<file path="config.mk">
export PLATFORM = sky130hd
export DESIGN_NAME = exa_crosb_output_arbiter_credit_vc_flat
export DESIGN_NICKNAME = d
export VERILOG_FILES = /design/src/rtl/exa_crosb_pkg.sv /design/src/rtl/exa_crosb_output_arbiter_credit_vc_if.sv /design/src/rtl/exa_crosb_rr_picker.sv /design/src/rtl/exa_crosb_output_arbiter_credit_vc.sv /design/src/flat_wrapper.sv
export SDC_FILE = /design/constraint.sdc
export NUM_CORES = 1
export LEC_CHECK = 0
export CAP_MARGIN = 25
export CORE_MARGIN = 8
export CORE_UTILIZATION = 34
export DETAILED_ROUTE_END_ITERATION = 6
export GPL_TIMING_DRIVEN = 0
export MAX_ROUTING_LAYER = met4
export PLACE_DENSITY = 0.53
export SETUP_SLACK_MARGIN = 0.15
export SLEW_MARGIN = 5
export SYNTH_ARGS = -nofsm -noshare
export SYNTH_HDL_FRONTEND = slang
export SYNTH_HIERARCHICAL = 1
export SYNTH_SLANG_ARGS = --single-unit
</file>
<file path="constraint.sdc">
create_clock -name clk -period 12.29 [get_ports clk]
set_input_delay 3.687 -clock clk [delete_from_list [all_inputs] [get_ports clk]]
set_output_delay 3.687 -clock clk [all_outputs]
set_load 0.03 [all_outputs]
</file>
<file path="src/rtl/exa_crosb_pkg.sv">
// Shared types, sizing constants and the class index helper for the output arbiter.
// Latency: n/a (declarations only).
// Backpressure: n/a.
package exa_crosb_pkg;

    localparam int INPUT_NUM  = 4;
    localparam int PRIO_NUM   = 2;
    localparam int VC_NUM     = 3;
    localparam int CREDIT_MAX = 8;
    localparam int CLASS_NUM  = PRIO_NUM * VC_NUM;
    localparam int CRED_W     = $clog2(CREDIT_MAX + 1);
    localparam int IN_W       = $clog2(INPUT_NUM);
    localparam int CLS_W      = $clog2(CLASS_NUM);

    typedef enum logic {
        IDLE = 1'b0,
        BUSY = 1'b1
    } state_e;

    // A traffic class is one (priority, VC) pair, flattened priority-major.
    function automatic int class_idx(input int p, input int v, input int n_vc = VC_NUM);
        return p * n_vc + v;
    endfunction

endpackage

</file>
<file path="src/rtl/exa_crosb_output_arbiter_credit_vc_if.sv">
// Request/flit/credit bundle between the input requesters, the arbiter and the output link.
// Latency: n/a (wiring only).
// Backpressure: o_cts gates flits; credits flow back on i_credit_return.
interface exa_crosb_output_arbiter_credit_vc_if
    import exa_crosb_pkg::*;
#(
    parameter int input_num  = INPUT_NUM,
    parameter int prio_num   = PRIO_NUM,
    parameter int vc_num     = VC_NUM,
    parameter int credit_max = CREDIT_MAX
);
    localparam int C   = prio_num * vc_num;
    localparam int CW  = $clog2(credit_max + 1);
    localparam int IW  = $clog2(input_num);
    localparam int CSW = $clog2(C);

    logic [input_num-1:0][C-1:0] i_request;
    logic                        i_valid;
    logic                        i_last;
    logic [C-1:0]                i_credit_return;
    logic [input_num-1:0]        o_grant;
    logic [IW-1:0]               o_input_sel;
    logic [CSW-1:0]              o_class_sel;
    logic                        o_cts;
    logic [C-1:0][CW-1:0]        o_credit_cnt;
    logic                        o_credit_err;

    // Arbiter side.
    modport slave (
        input  i_request, i_valid, i_last, i_credit_return,
        output o_grant, o_input_sel, o_class_sel, o_cts, o_credit_cnt, o_credit_err
    );

    // Requester / link side.
    modport master (
        output i_request, i_valid, i_last, i_credit_return,
        input  o_grant, o_input_sel, o_class_sel, o_cts, o_credit_cnt, o_credit_err
    );

endinterface

</file>
<file path="src/rtl/exa_crosb_rr_picker.sv">
// Round-robin picker: one-hot grant of the first request after ptr, wrapping around.
// Latency: combinational.
// Backpressure: none; vld is low when no request is present.
module exa_crosb_rr_picker #(
    parameter int N = 4,
    localparam int PW = (N > 1) ? $clog2(N) : 1
) (
    input  logic [N-1:0]  req,
    input  logic [PW-1:0] ptr,
    output logic [N-1:0]  gnt,
    output logic          vld
);

    logic [PW-1:0] idx;

    // Scan from ptr+1 upward with wrap; the first hit wins.
    always_comb begin
        gnt = '0;
        vld = 1'b0;
        idx = '0;
        for (int k = 1; k <= N; k++) begin
            idx = PW'((int'(ptr) + k) % N);
            if (!vld && req[idx]) begin
                gnt[idx] = 1'b1;
                vld      = 1'b1;
            end
        end
    end

endmodule

</file>
<file path="src/rtl/exa_crosb_output_arbiter_credit_vc.sv">
// Per-output crossbar arbiter: strict priority across levels, round-robin inside a level, packet-held grant, per-class credits.
// Latency: request seen in IDLE at n -> grant/cts at n+1; one idle bubble after each last flit.
// Backpressure: o_cts drops while the granted class has no credit; the grant is held until credit returns.
module exa_crosb_output_arbiter_credit_vc
    import exa_crosb_pkg::*;
#(
    parameter int input_num  = INPUT_NUM,
    parameter int prio_num   = PRIO_NUM,
    parameter int vc_num     = VC_NUM,
    parameter int credit_max = CREDIT_MAX
) (
    input  logic clk,
    input  logic reset,
    exa_crosb_output_arbiter_credit_vc_if.slave bus
);

    localparam int C   = prio_num * vc_num;
    localparam int CW  = $clog2(credit_max + 1);
    localparam int IW  = $clog2(input_num);
    localparam int CSW = $clog2(C);
    localparam int PW  = (prio_num > 1) ? $clog2(prio_num) : 1;

    state_e                          state_q, state_d;
    logic [input_num-1:0]            grant_q, grant_d;
    logic [IW-1:0]                   input_sel_q, input_sel_d;
    logic [CSW-1:0]                  class_sel_q, class_sel_d;
    logic [PW-1:0]                   prio_sel_q, prio_sel_d;
    logic [prio_num-1:0][IW-1:0]     rr_ptr_q, rr_ptr_d;
    logic [C-1:0][CW-1:0]            credit_q, credit_d;
    logic                            credit_err_q, credit_err_d;

    logic [input_num-1:0][C-1:0]     elig;
    logic [prio_num-1:0][input_num-1:0] prio_req;
    logic [prio_num-1:0][input_num-1:0] prio_gnt;
    logic [prio_num-1:0]             prio_vld;

    logic                            any_vld;
    logic [PW-1:0]                   win_prio;
    logic [input_num-1:0]            win_gnt;
    logic [IW-1:0]                   win_in;
    logic [CSW-1:0]                  win_cls;

    logic                            cts;
    logic                            fire;

    // A pair is eligible only if its class still has downstream space; fold VCs per priority level.
    always_comb begin
        elig     = '0;
        prio_req = '0;
        for (int i = 0; i < input_num; i++) begin
            for (int c = 0; c < C; c++) begin
                elig[i][c] = bus.i_request[i][c] && (credit_q[c] != '0);
            end
        end
        for (int p = 0; p < prio_num; p++) begin
            for (int i = 0; i < input_num; i++) begin
                for (int v = 0; v < vc_num; v++) begin
                    prio_req[p][i] = prio_req[p][i] | elig[i][class_idx(p, v, vc_num)];
                end
            end
        end
    end

    for (genvar gp = 0; gp < prio_num; gp++) begin : g_pick
        exa_crosb_rr_picker #(.N(input_num)) u_pick (
            .req (prio_req[gp]),
            .ptr (rr_ptr_q[gp]),
            .gnt (prio_gnt[gp]),
            .vld (prio_vld[gp])
        );
    end

    // Highest active priority wins; within the chosen input the lowest eligible VC wins.
    always_comb begin
        any_vld  = 1'b0;
        win_prio = '0;
        win_gnt  = '0;
        win_in   = '0;
        win_cls  = '0;
        for (int p = 0; p < prio_num; p++) begin
            if (prio_vld[p]) begin
                any_vld  = 1'b1;
                win_prio = PW'(p);
                win_gnt  = prio_gnt[p];
            end
        end
        for (int i = 0; i < input_num; i++) begin
            if (win_gnt[i]) begin
                win_in = IW'(i);
            end
        end
        for (int v = vc_num - 1; v >= 0; v--) begin
            if (elig[win_in][class_idx(int'(win_prio), v, vc_num)]) begin
                win_cls = CSW'(class_idx(int'(win_prio), v, vc_num));
            end
        end
    end

    // Clear-to-send depends only on registered state and the granted class's counter.
    assign cts  = (state_q == BUSY) && (credit_q[class_sel_q] != '0);
    assign fire = cts && bus.i_valid;

    // IDLE latches a new winner; BUSY holds the grant until the last flit actually moves.
    always_comb begin
        state_d     = state_q;
        grant_d     = grant_q;
        input_sel_d = input_sel_q;
        class_sel_d = class_sel_q;
        prio_sel_d  = prio_sel_q;
        rr_ptr_d    = rr_ptr_q;
        case (state_q)
            IDLE: begin
                if (any_vld) begin
                    grant_d     = win_gnt;
                    input_sel_d = win_in;
                    class_sel_d = win_cls;
                    prio_sel_d  = win_prio;
                    state_d     = BUSY;
                end
            end
            BUSY: begin
                if (fire && bus.i_last) begin
                    rr_ptr_d[prio_sel_q] = input_sel_q;
                    grant_d              = '0;
                    state_d              = IDLE;
                end
            end
        endcase
    end

    // Per-class counter: a consume and a return in the same cycle cancel; a return into a full counter is dropped and flagged.
    always_comb begin
        credit_d     = credit_q;
        credit_err_d = credit_err_q;
        for (int c = 0; c < C; c++) begin
            if (fire && (class_sel_q == CSW'(c)) && !bus.i_credit_return[c]) begin
                credit_d[c] = credit_q[c] - CW'(1);
            end else if (!(fire && (class_sel_q == CSW'(c))) && bus.i_credit_return[c]) begin
                if (credit_q[c] == CW'(credit_max)) begin
                    credit_err_d = 1'b1;
                end else begin
                    credit_d[c] = credit_q[c] + CW'(1);
                end
            end
        end
    end

    // State registers; reset abandons any packet in flight and refills every class.
    always_ff @(posedge clk) begin
        if (reset) begin
            state_q      <= IDLE;
            grant_q      <= '0;
            input_sel_q  <= '0;
            class_sel_q  <= '0;
            prio_sel_q   <= '0;
            rr_ptr_q     <= {prio_num{IW'(input_num - 1)}};
            credit_q     <= {C{CW'(credit_max)}};
            credit_err_q <= 1'b0;
        end else begin
            state_q      <= state_d;
            grant_q      <= grant_d;
            input_sel_q  <= input_sel_d;
            class_sel_q  <= class_sel_d;
            prio_sel_q   <= prio_sel_d;
            rr_ptr_q     <= rr_ptr_d;
            credit_q     <= credit_d;
            credit_err_q <= credit_err_d;
        end
    end

    assign bus.o_grant      = grant_q;
    assign bus.o_input_sel  = input_sel_q;
    assign bus.o_class_sel  = class_sel_q;
    assign bus.o_cts        = cts;
    assign bus.o_credit_cnt = credit_q;
    assign bus.o_credit_err = credit_err_q;

endmodule

</file>
<file path="src/flat_wrapper.sv">
// flat-port wrapper written by rule: the top's interface ports become plain ports
module exa_crosb_output_arbiter_credit_vc_flat import exa_crosb_pkg::*;
#(
    parameter int input_num  = INPUT_NUM,
    parameter int prio_num   = PRIO_NUM,
    parameter int vc_num     = VC_NUM,
    parameter int credit_max = CREDIT_MAX
)
  (clk, reset, bus_i_request, bus_i_valid, bus_i_last, bus_i_credit_return, bus_o_grant, bus_o_input_sel, bus_o_class_sel, bus_o_cts, bus_o_credit_cnt, bus_o_credit_err);
  exa_crosb_output_arbiter_credit_vc_if #(.input_num(input_num), .prio_num(prio_num), .vc_num(vc_num), .credit_max(credit_max)) bus_i ();
  input  logic clk;
  input  logic reset;
  input wire logic [$bits(bus_i.i_request)-1:0] bus_i_request;
  input wire logic [$bits(bus_i.i_valid)-1:0] bus_i_valid;
  input wire logic [$bits(bus_i.i_last)-1:0] bus_i_last;
  input wire logic [$bits(bus_i.i_credit_return)-1:0] bus_i_credit_return;
  output wire logic [$bits(bus_i.o_grant)-1:0] bus_o_grant;
  output wire logic [$bits(bus_i.o_input_sel)-1:0] bus_o_input_sel;
  output wire logic [$bits(bus_i.o_class_sel)-1:0] bus_o_class_sel;
  output wire logic [$bits(bus_i.o_cts)-1:0] bus_o_cts;
  output wire logic [$bits(bus_i.o_credit_cnt)-1:0] bus_o_credit_cnt;
  output wire logic [$bits(bus_i.o_credit_err)-1:0] bus_o_credit_err;
  assign bus_i.i_request = bus_i_request;
  assign bus_i.i_valid = bus_i_valid;
  assign bus_i.i_last = bus_i_last;
  assign bus_i.i_credit_return = bus_i_credit_return;
  assign bus_o_grant = bus_i.o_grant;
  assign bus_o_input_sel = bus_i.o_input_sel;
  assign bus_o_class_sel = bus_i.o_class_sel;
  assign bus_o_cts = bus_i.o_cts;
  assign bus_o_credit_cnt = bus_i.o_credit_cnt;
  assign bus_o_credit_err = bus_i.o_credit_err;
  exa_crosb_output_arbiter_credit_vc #(.input_num(input_num), .prio_num(prio_num), .vc_num(vc_num), .credit_max(credit_max)) u_core (.clk(clk), .reset(reset), .bus(bus_i));
endmodule
</file>
==> After elaboration in Yosys (flattened, before gate mapping) <==
Cells that the tools add are included.
{ "totals": {"input_bits": 34, "wordCells": 320, "out_inout_bits": 35, "ff_bits": 40} }
{ "classes": {"muxes": 117, "add_sub_neg": 22, "reduce_logical": 101, "order_cmp": 23, "n_eq_ne": 19, "n_bitwise": 23, "mul": 1} }
{ "ops": {"columns": ["cell", "n"], "rows": [
  ["two-way mux 4 bit", 31],
  ["less-than comparator 32 x 5 -> 1 bit (second input constant)", 3],
  ["logical AND 1 bit", 60],
  ["two-way mux 1 bit", 54],
  ["adder 32 x 2 -> 32 bit (second input constant)", 1],
  ["adder 32 x 3 -> 32 bit (second input constant)", 1],
  ["nonzero test 4 bit", 7],
  ["less-than comparator 2 x 3 -> 1 bit (second input constant)", 9],
  ["adder 4 x 1 -> 4 bit (second input constant)", 6],
  ["equality test 4 bit (second input constant)", 6],
  ["OR 4 bit", 6],
  ["subtractor 4 x 1 -> 4 bit (second input constant)", 6],
  ["logical NOT 1 bit", 18],
  ["AND reduction 2 bit", 9],
  ["binary-select mux 1 bit (select 2 bit)", 8],
  ["demux 1 bit (select 2 bit)", 8],
  [">= comparator 2 x 1 -> 1 bit (second input constant)", 8],
  ["OR 1 bit", 16],
  ["!= test 2 x 1 -> 1 bit (second input constant)", 7],
  ["binary-select mux 4 bit (select 3 bit)", 1],
  ["binary-select mux 6 bit (select 2 bit)", 1],
  ["nonzero test 2 bit", 6],
  ["binary-select mux 1 bit (select 3 bit)", 3],
  ["two-way mux 3 bit", 3],
  ["18 further kinds", 28]
]} }

==> Longest topological paths before layout <==
Gate-level depths: netlist (run 1).
{ "logic_depth": {"depth_word": 29, "mapped_depth": 15, "depth_no_buf": 13} }

==> Cells and area by module <==
Netlist (run 1), hierarchy kept.
{ "by_module_without_submodules": {"columns": ["mod", "cells_each", "area_each_um2", "instances", "seq_area_each_um2"], "rows": [
  ["exa_crosb_output_arbiter_credit_vc", 359, 2934.1, 1, 800.8],
  ["exa_crosb_rr_picker", 48, 415.4, 2, 0.0]
]} }

==> Least setup slack after synthesis (run 1) <==
No wires, ideal clock.
{ "synth_timing": {"path_type": "input -> register", "startpoint": "input port bus_i_request[20]", "endpoint": "register u_core.class_sel_q[0] (netlist: u_core/bus.o_class_sel[0])", "arrival_time_ns": 6.565, "path_stages": 13, "setup_slack_ns": 5.629, "n_path_buf": 1, "required_ns": 12.195, "setup_time_ns": 0.095, "path_cell_list": "a222oi_1 > inv_1 > mux4_1 > nand2_1 > mux2i_1 > a221o_1 > and3b_1 > or2_0 > clkbuf_1 > or4_1 > o21ai_0 > o211ai_1 > a221oi_1"} }
{ "synth_lines": {"columns": ["element", "line", "source"], "rows": [
  ["start, declared", "flat_wrapper.sv:13", "input wire logic [$bits(bus_i.i_request)-1:0] bus_i_request;"],
  ["end signal, assigned", "exa_crosb_output_arbiter_credit_vc.sv:163", "class_sel_q <= class_sel_d;"],
  ["end, declared", "exa_crosb_output_arbiter_credit_vc.sv:26", "logic [CSW-1:0] class_sel_q, class_sel_d;"]
]} }

==> reports/qor.csv, run 1 <==
metric,value,unit
status,finished clean,
Tightest Hold Check Type,flop to flop,
"Clk Latency, worst-skew pair",290,ps
residual DRC count,0,
Power Density,88.52,nW/µm²
"FF+latch count, synth",40,
Core Area,10840,µm²
Reg power frac,0.390,
Max Slew Vio Count,0,
setup bufs post-CTS,0,
crit path from,bus_i_request[11],
"delay-heaviest family, CP",compound AO/OA/AOI/OAI gates,
"CTS clk-pin slew, worst paths",70,ps
Ports,69,
post-synthesis sequential area ratio,0.2127,
nets,610,
FILL cells,1089,
Worst Skew,5.484,ps
"Remaining Overflow, GRT",0,
"commonest non-fill, non-tap cell in the layout",clkdlybuf4s50_1,
Syn. warnings,6,
internal power,0.2568,mW
Max Cap Viol,0,
Synth-to-Final Area Change,24.79,%
Cells after DPL,663,
Initial DRC Count,311,
Final Hold Viols,0,
CTS-repair resized insts,0,
drt via density,5.381,
syn avg cell area,8.274,µm²
worst rel slew slack,0.5962,
Psw,0.1591,mW
combinational cell fraction of total power,0.408,
CP cell instances,clkdlybuf4s50_1 -> a222oi_1 -> inv_1 -> mux4_1 -> nand2_1 -> mux2i_1 -> a221o_1 -> and2_1 -> or2_0 -> clkbuf_1 -> o311ai_1 -> a41oi_1 -> a31oi_1 -> o22ai_1,
port bufs,68,
maximum vdd drop,66.19,µV
CP max stage cell,mux4_1,
die width,121.2,µm
Post-synth EDFFs,0,
CP bufs+invs,3,
placed cell area,4621,µm²
ANT cells,0,
vias in the first global route,3499,
Finish-stage setup viols,0,
largest net degree at the start of global routing,12,
Worst Tran Pin Value,605.7,ps
ys flop type,dfxtp_1,
"Largest stage delay, worst path",590,ps
"Arr. time, crit path",7520,ps
CTS Root Cell,clkbuf_8,
syn nets,535,
TritonCTS Buffers,5,
CTS tree,yes,
Clock Sinks,40,
P_leak,1.987,nW
Die ar.,14700,µm²
global-route wire length before repair,17620,µm
RSZ-0062 raised after global routing,no,
Layout Cell Area excl Fill,4698,µm²
DR WL/cell,16.02,µm
setup_tns,0,ps
Starting Density,0.3473,
most frequent cells in the layout,"68 x clkdlybuf4s50_1, 50 x inv_1, 40 x ha_1, 40 x dfxtp_1, 37 x nand2_1",
Total GRT Usage,0.1496,
Syn Inst Count,455,
crit end category,flop,
f_max,135.5,MHz
"non-filler cells, final",670,
Synth async-reset ratio,0,
fin crit share,0.6003,
RR Startpoint,u_core/bus.o_credit_cnt[8],
switching share of total power,0.3825,
H-Tree Depth,2,
DRT Pass-1 Iters,6,
DP Wirelength,8676,µm
Die Ht,121.2,µm
row cnt,38,
shortest period the worst path allows,7378,ps
Finished Core Util,0.4334,
WS Path Type,input port to flop,
Longest Clk Path Bufs,2,
synth unique cells,59,
initial antenna violation count,0,
Clock power frac,0.203,
CP required,12440,ps
final wirelength,10730,µm
Critical Path Start Type,input port,
hold path start,u_core/bus.o_grant[3],
critical-path maximum fanout,8,
Post-DRT Antenna Nets,0,
vias,3605,
cell area after synthesis,3765,µm²
# hold bufs at CTS,0,
Hold WS,492.9,ps
global placer's final weighted congestion,0.8742,
layout cells sized above 1,0.03962,
## registers in the layout (all words and copies together) (netlist names)
register / flops
u_core/prio_sel_q: 1
u_core/bus.o_grant: 4
u_core/bus.o_input_sel: 2
u_core/bus.o_class_sel: 3
u_core/bus.o_credit_err: 1
u_core/bus.o_credit_cnt: 24
u_core/state_q: 1
u_core/rr_ptr_q: 4
## power groups by stage
| stage | Combinational (mW) | Clock [mW] | Sequential, mW |
|---|---|---|---|
| 2_1_floorplan | 0.0920 | 0 | 0.181 |
| 3_3_place_gp | 0.167 | 0 | 0.165 |
| 3_5_place_dp | 0.170 | 0 | 0.165 |
| 4_1_cts | 0.170 | 0.0878 | 0.162 |
| 5_1_grt | 0.186 | 0.0937 | 0.165 |
| 6_report | 0.170 | 0.0844 | 0.162 |
## layout make-up
class	instances	area [µm²]	area share
Multi-Input combinational cell	351	2699	0.5744
Sequential cell	40	800.8	0.1704
Timing Repair Buffer	68	680.7	0.1449
Inverter	50	187.7	0.03995
Tap cell	140	175.2	0.03728
Buffer	14	77.57	0.01651
Clock buffer	6	72.57	0.01545
Clock inverter	1	5.005	0.001065
## stage by stage
| step | setup WS [ps] | total power, mW |
|---|---|---|
| after floorplan | 5629 | 0.2730 |
| after global placement | 4760 | 0.3326 |
| after detailed placement | 4684 | 0.3349 |
| after CTS | 4984 | 0.4207 |
| after global routing | 4604 | 0.4446 |
| final | 4912 | 0.4159 |
## cell families after synthesis
family	after synthesis	share of synthesized area
compound gates	107	0.2054
xor+xnor	16	0.03722
fa+ha+maj	46	0.1648
buf+inv	64	0.07046
flops	40	0.2127
mux	34	0.1037
simple gates	148	0.2057
## synth_stat cells (4+ instances only)
| library cell | number | area, µm² |
|---|---|---|
| clkbuf_1 | 7 | 26.28 |
| xnor2_1 | 16 | 140.1 |
| nand4_1 | 6 | 37.54 |
| o21bai_1 | 6 | 45.04 |
| inv_1 | 50 | 187.7 |
| a222oi_1 | 5 | 50.05 |
| nand2_1 | 37 | 138.9 |
| ha_1 | 40 | 500.5 |
| and2_1 | 5 | 31.28 |
| a21oi_1 | 23 | 115.1 |
| and3_1 | 13 | 81.33 |
| a211oi_1 | 7 | 52.55 |
| nor3_1 | 12 | 60.06 |
| a221o_1 | 8 | 80.08 |
| a22o_1 | 6 | 52.55 |
| nor2_1 | 36 | 135.1 |
| a22oi_1 | 7 | 52.55 |
| nand2b_1 | 5 | 31.28 |
| or4_1 | 7 | 52.55 |
| dfxtp_1 | 40 | 800.8 |
| fa_1 | 6 | 120.1 |
| o21ai_0 | 11 | 55.05 |
| a21o_1 | 6 | 45.04 |
| mux2i_1 | 27 | 270.3 |
| nand3_1 | 7 | 35.03 |
| mux2_2 | 4 | 45.04 |
## layer usage
layer  share of wire  vias to the layer above  track usage
met4           0.015                        0      0.04009
met5               0                        -            -
met1            0.48                     1704       0.1970
met2            0.46                       83       0.2356
li1                -                     1804            -
met3           0.039                       14      0.02047
## worst paths after layout
check	end	slack (ps)	cells after the start
worst min-delay path	u_core/bus.o_grant[3]	490	1
worst max register to register	u_core/bus.o_class_sel[1]	7620	14
worst max-delay path	u_core/bus.o_class_sel[1]	4910	14
worst min register to register	u_core/bus.o_grant[3]	490	1
Note: power is estimated with default switching activity, not from simulation.
==> run 2: changes to the inputs <==
- clock period: 12.29 -> 7.4 ns (I/O delays scaled with it)
==> results of run 2 <==
The final DEF is identical to that of run 1. Status: finished clean.
Main changes from that run: setup slack after placement 4684 ps -> 1261 ps; setup slack after layout 4912 ps -> 1489 ps; register-to-register setup slack 7620 ps -> 2730 ps; total power 0.4159 mW -> 0.6907 mW; worst IR drop on VDD 66.19 µV -> 109.9 µV
==> run 3: changes to the inputs <==
- clock period: 7.4 -> 5.5 ns (I/O delays scaled with it)
==> run 3 against run 2 <==
  * Hold slack gained 3.0 ps
  * Power grew 35%
  * Clock power grew 34%
  * Sequential share of layout area is essentially flat
  * Clock-buffer cell count is the same
  * Largest cell class unchanged
  * Cell count grew 0.15%
  * Clock skew is essentially flat
  * Global-route usage is the same
  * Combinational power grew 35%
  * Non-clock buffer count grew 1
==> reports/qor.csv, run 3 (synthesis results as in run 1) <==
metric,value,unit,change
status,finished clean,,
row cnt,38,,unchanged
"Clk Latency, worst-skew pair",290,ps,about the same
"CTS clk-pin slew, worst paths",70,ps,about the same
CP cell instances,clkdlybuf4s50_1 -> a222oi_1 -> inv_1 -> mux4_2 -> nand2_1 -> mux2i_1 -> a221o_1 -> and2_1 -> or2_0 -> clkbuf_2 -> o311ai_2 -> a41oi_1 -> a31oi_1 -> o22ai_1,,
Max Slew Vio Count,0,,unchanged
drt via density,5.347,,-0.62%
Tightest Hold Check Type,flop to flop,,
Layout Cell Area excl Fill,4707,µm²,+0.19%
CTS tree,yes,,
Die Ht,121.2,µm,unchanged
Finished Core Util,0.4342,,+0.0008080
"delay-heaviest family, CP",compound AO/OA/AOI/OAI gates,,
Pwr Total,0.9298,mW,
largest net degree at the start of global routing,12,,unchanged
met3 Usage GRT,0.02047,,unchanged
maximum vdd drop,147.4,µV,
Synth-to-Final Area Change,25.02,%,
area occupied by multi-input gates,2699,µm²,unchanged
DP Wirelength,8676,µm,unchanged
global placer's final weighted congestion,0.8742,,unchanged
crit end category,flop,,
placed cell area,4621,µm²,unchanged
residual DRC count,0,,unchanged
CP required,5640,ps,
DRT Pass-1 Iters,6,,unchanged
Starting Density,0.3473,,unchanged
ANT cells,0,,unchanged
f_max,197.6,MHz,
H-Tree Depth,2,,unchanged
CP bufs+invs,3,,unchanged
Die ar.,14700,µm²,unchanged
layout cells sized above 1,0.05273,,+0.01311
Setup WS pre-CTS,-69.31,ps,
TritonCTS Buffers,5,,unchanged
"Arr. time, crit path",5200,ps,
worst rel slew slack,0.5932,,-0.002965
flip-flop count of the largest register after layout,24,,unchanged
initial antenna violation count,0,,unchanged
Power Density,197.5,nW/µm²,
Final Hold Viols,0,,unchanged
setup_tns,0,ps,unchanged
vias,3588,,-0.47%
met1 Use GR,0.1970,,unchanged
Ports,69,,unchanged
layer with the highest usage,met2,,
RSZ-0062 raised after global routing,no,,
CP max stage cell,mux4_2,,
fin crit share,0.9201,,
"Remaining Overflow, GRT",0,,unchanged
Worst Tran Pin Value,610.1,ps,+4.447 ps
FILL cells,1090,,+0.092%
Clock Sinks,40,,unchanged
Seq. cell area,800.8,µm²,unchanged
Post-DRT Antenna Nets,0,,unchanged
Initial DRC Count,246,,-21%
CTS Root Cell,clkbuf_8,,
critical-path maximum fanout,8,,unchanged
# hold bufs at CTS,0,,unchanged
nets,611,,+0.16%
final wirelength,10710,µm,-0.21%
Core Area,10840,µm²,unchanged
vias in the first global route,3499,,unchanged
Max Cap Viol,0,,unchanged
worst setup margin,439.5,ps,
"commonest non-fill, non-tap cell in the layout",clkdlybuf4s50_1,,
Worst Skew,5.953,ps,+0.4683 ps
Total GRT Usage,0.1496,,unchanged
Critical Path Start Type,input port,,
WS Path Type,input port to flop,,
shortest period the worst path allows,5061,ps,
P_leak,1.991,nW,+0.22%
most frequent cells in the layout,"68 x clkdlybuf4s50_1, 48 x inv_1, 40 x ha_1, 40 x dfxtp_1, 37 x nand2_1",,
DR WL/cell,15.96,µm,-0.36%
port bufs,68,,unchanged
Longest Clk Path Bufs,2,,unchanged
global-route wire length before repair,17620,µm,unchanged
die width,121.2,µm,unchanged
met2 global-route usage,0.2356,,unchanged
Finish-stage setup viols,0,,unchanged
"Largest stage delay, worst path",550,ps,-40 ps
-- run 3: cell types whose count changed in the layout (fill, tap and decap cells not counted), sizes merged --
cell and delta:
buf +1
-- run 3: final cells by class --
type / count / area share
Buffer: 14 / 0.01675
Tap cell: 140 / 0.03721
Clock buffer: 6 / 0.01542
Multi-Input combinational cell: 351 / 0.5734
Clock inverter: 1 / 0.001063
Sequential cell: 40 / 0.1701
Timing Repair Buffer: 69 / 0.1462
Inverter: 50 / 0.03987
-- run 3: where the power goes --
group / internal, mW / switching [mW]
Clock: 0.0864 / 0.101
Sequential: 0.317 / 0.0451
Combinational: 0.171 / 0.209
-- run 3: layer usage --
metal | wire length, µm | share of wire
met1 | 5156 | 0.48
met2 | 4963 | 0.46
met3 | 428 | 0.040
met4 | 162 | 0.015
met5 | 0 | 0
-- run 3: metrics by stage --
step / cells / hold WS (ps)
2_1_floorplan: 455 / 467.6
3_3_place_gp: 663 / 482.0
3_5_place_dp: 663 / 480.6
4_1_cts: 670 / 498.9
5_1_grt: 671 / 509.2
6_report: 671 / 496.0
-- run 3: worst reg2reg max path, cell delays in order, from the launching register on --
cell and delay [ps]:
dfxtp_1 380, or4_1 560, clkbuf_1 230, a222oi_1 340
inv_1 170, mux4_2 550, nand2_1 100, mux2i_1 70
a221o_1 300, and2_1 180, or2_0 190, clkbuf_2 180
o311ai_2 410, a41oi_1 200, a31oi_1 270, o22ai_1 130
-- run 3: what timing repair did --
item                                    CTS  global route
gates resized for setup                   0             7
buffers inserted                          0             1
endpoints found under the setup margin    0             3
-- run 3: path summary, 6_finish.rpt --
path	from	end	slack (ps)	depth (start not counted)
setup / recovery	bus_i_request[11]	u_core/bus.o_class_sel[1]	440	14
hold reg to reg	u_core/bus.o_grant[3]	u_core/bus.o_grant[3]	500	1
hold / removal	u_core/bus.o_grant[3]	u_core/bus.o_grant[3]	500	1
setup reg to reg	u_core/bus.o_credit_cnt[20]	u_core/bus.o_class_sel[1]	1100	15
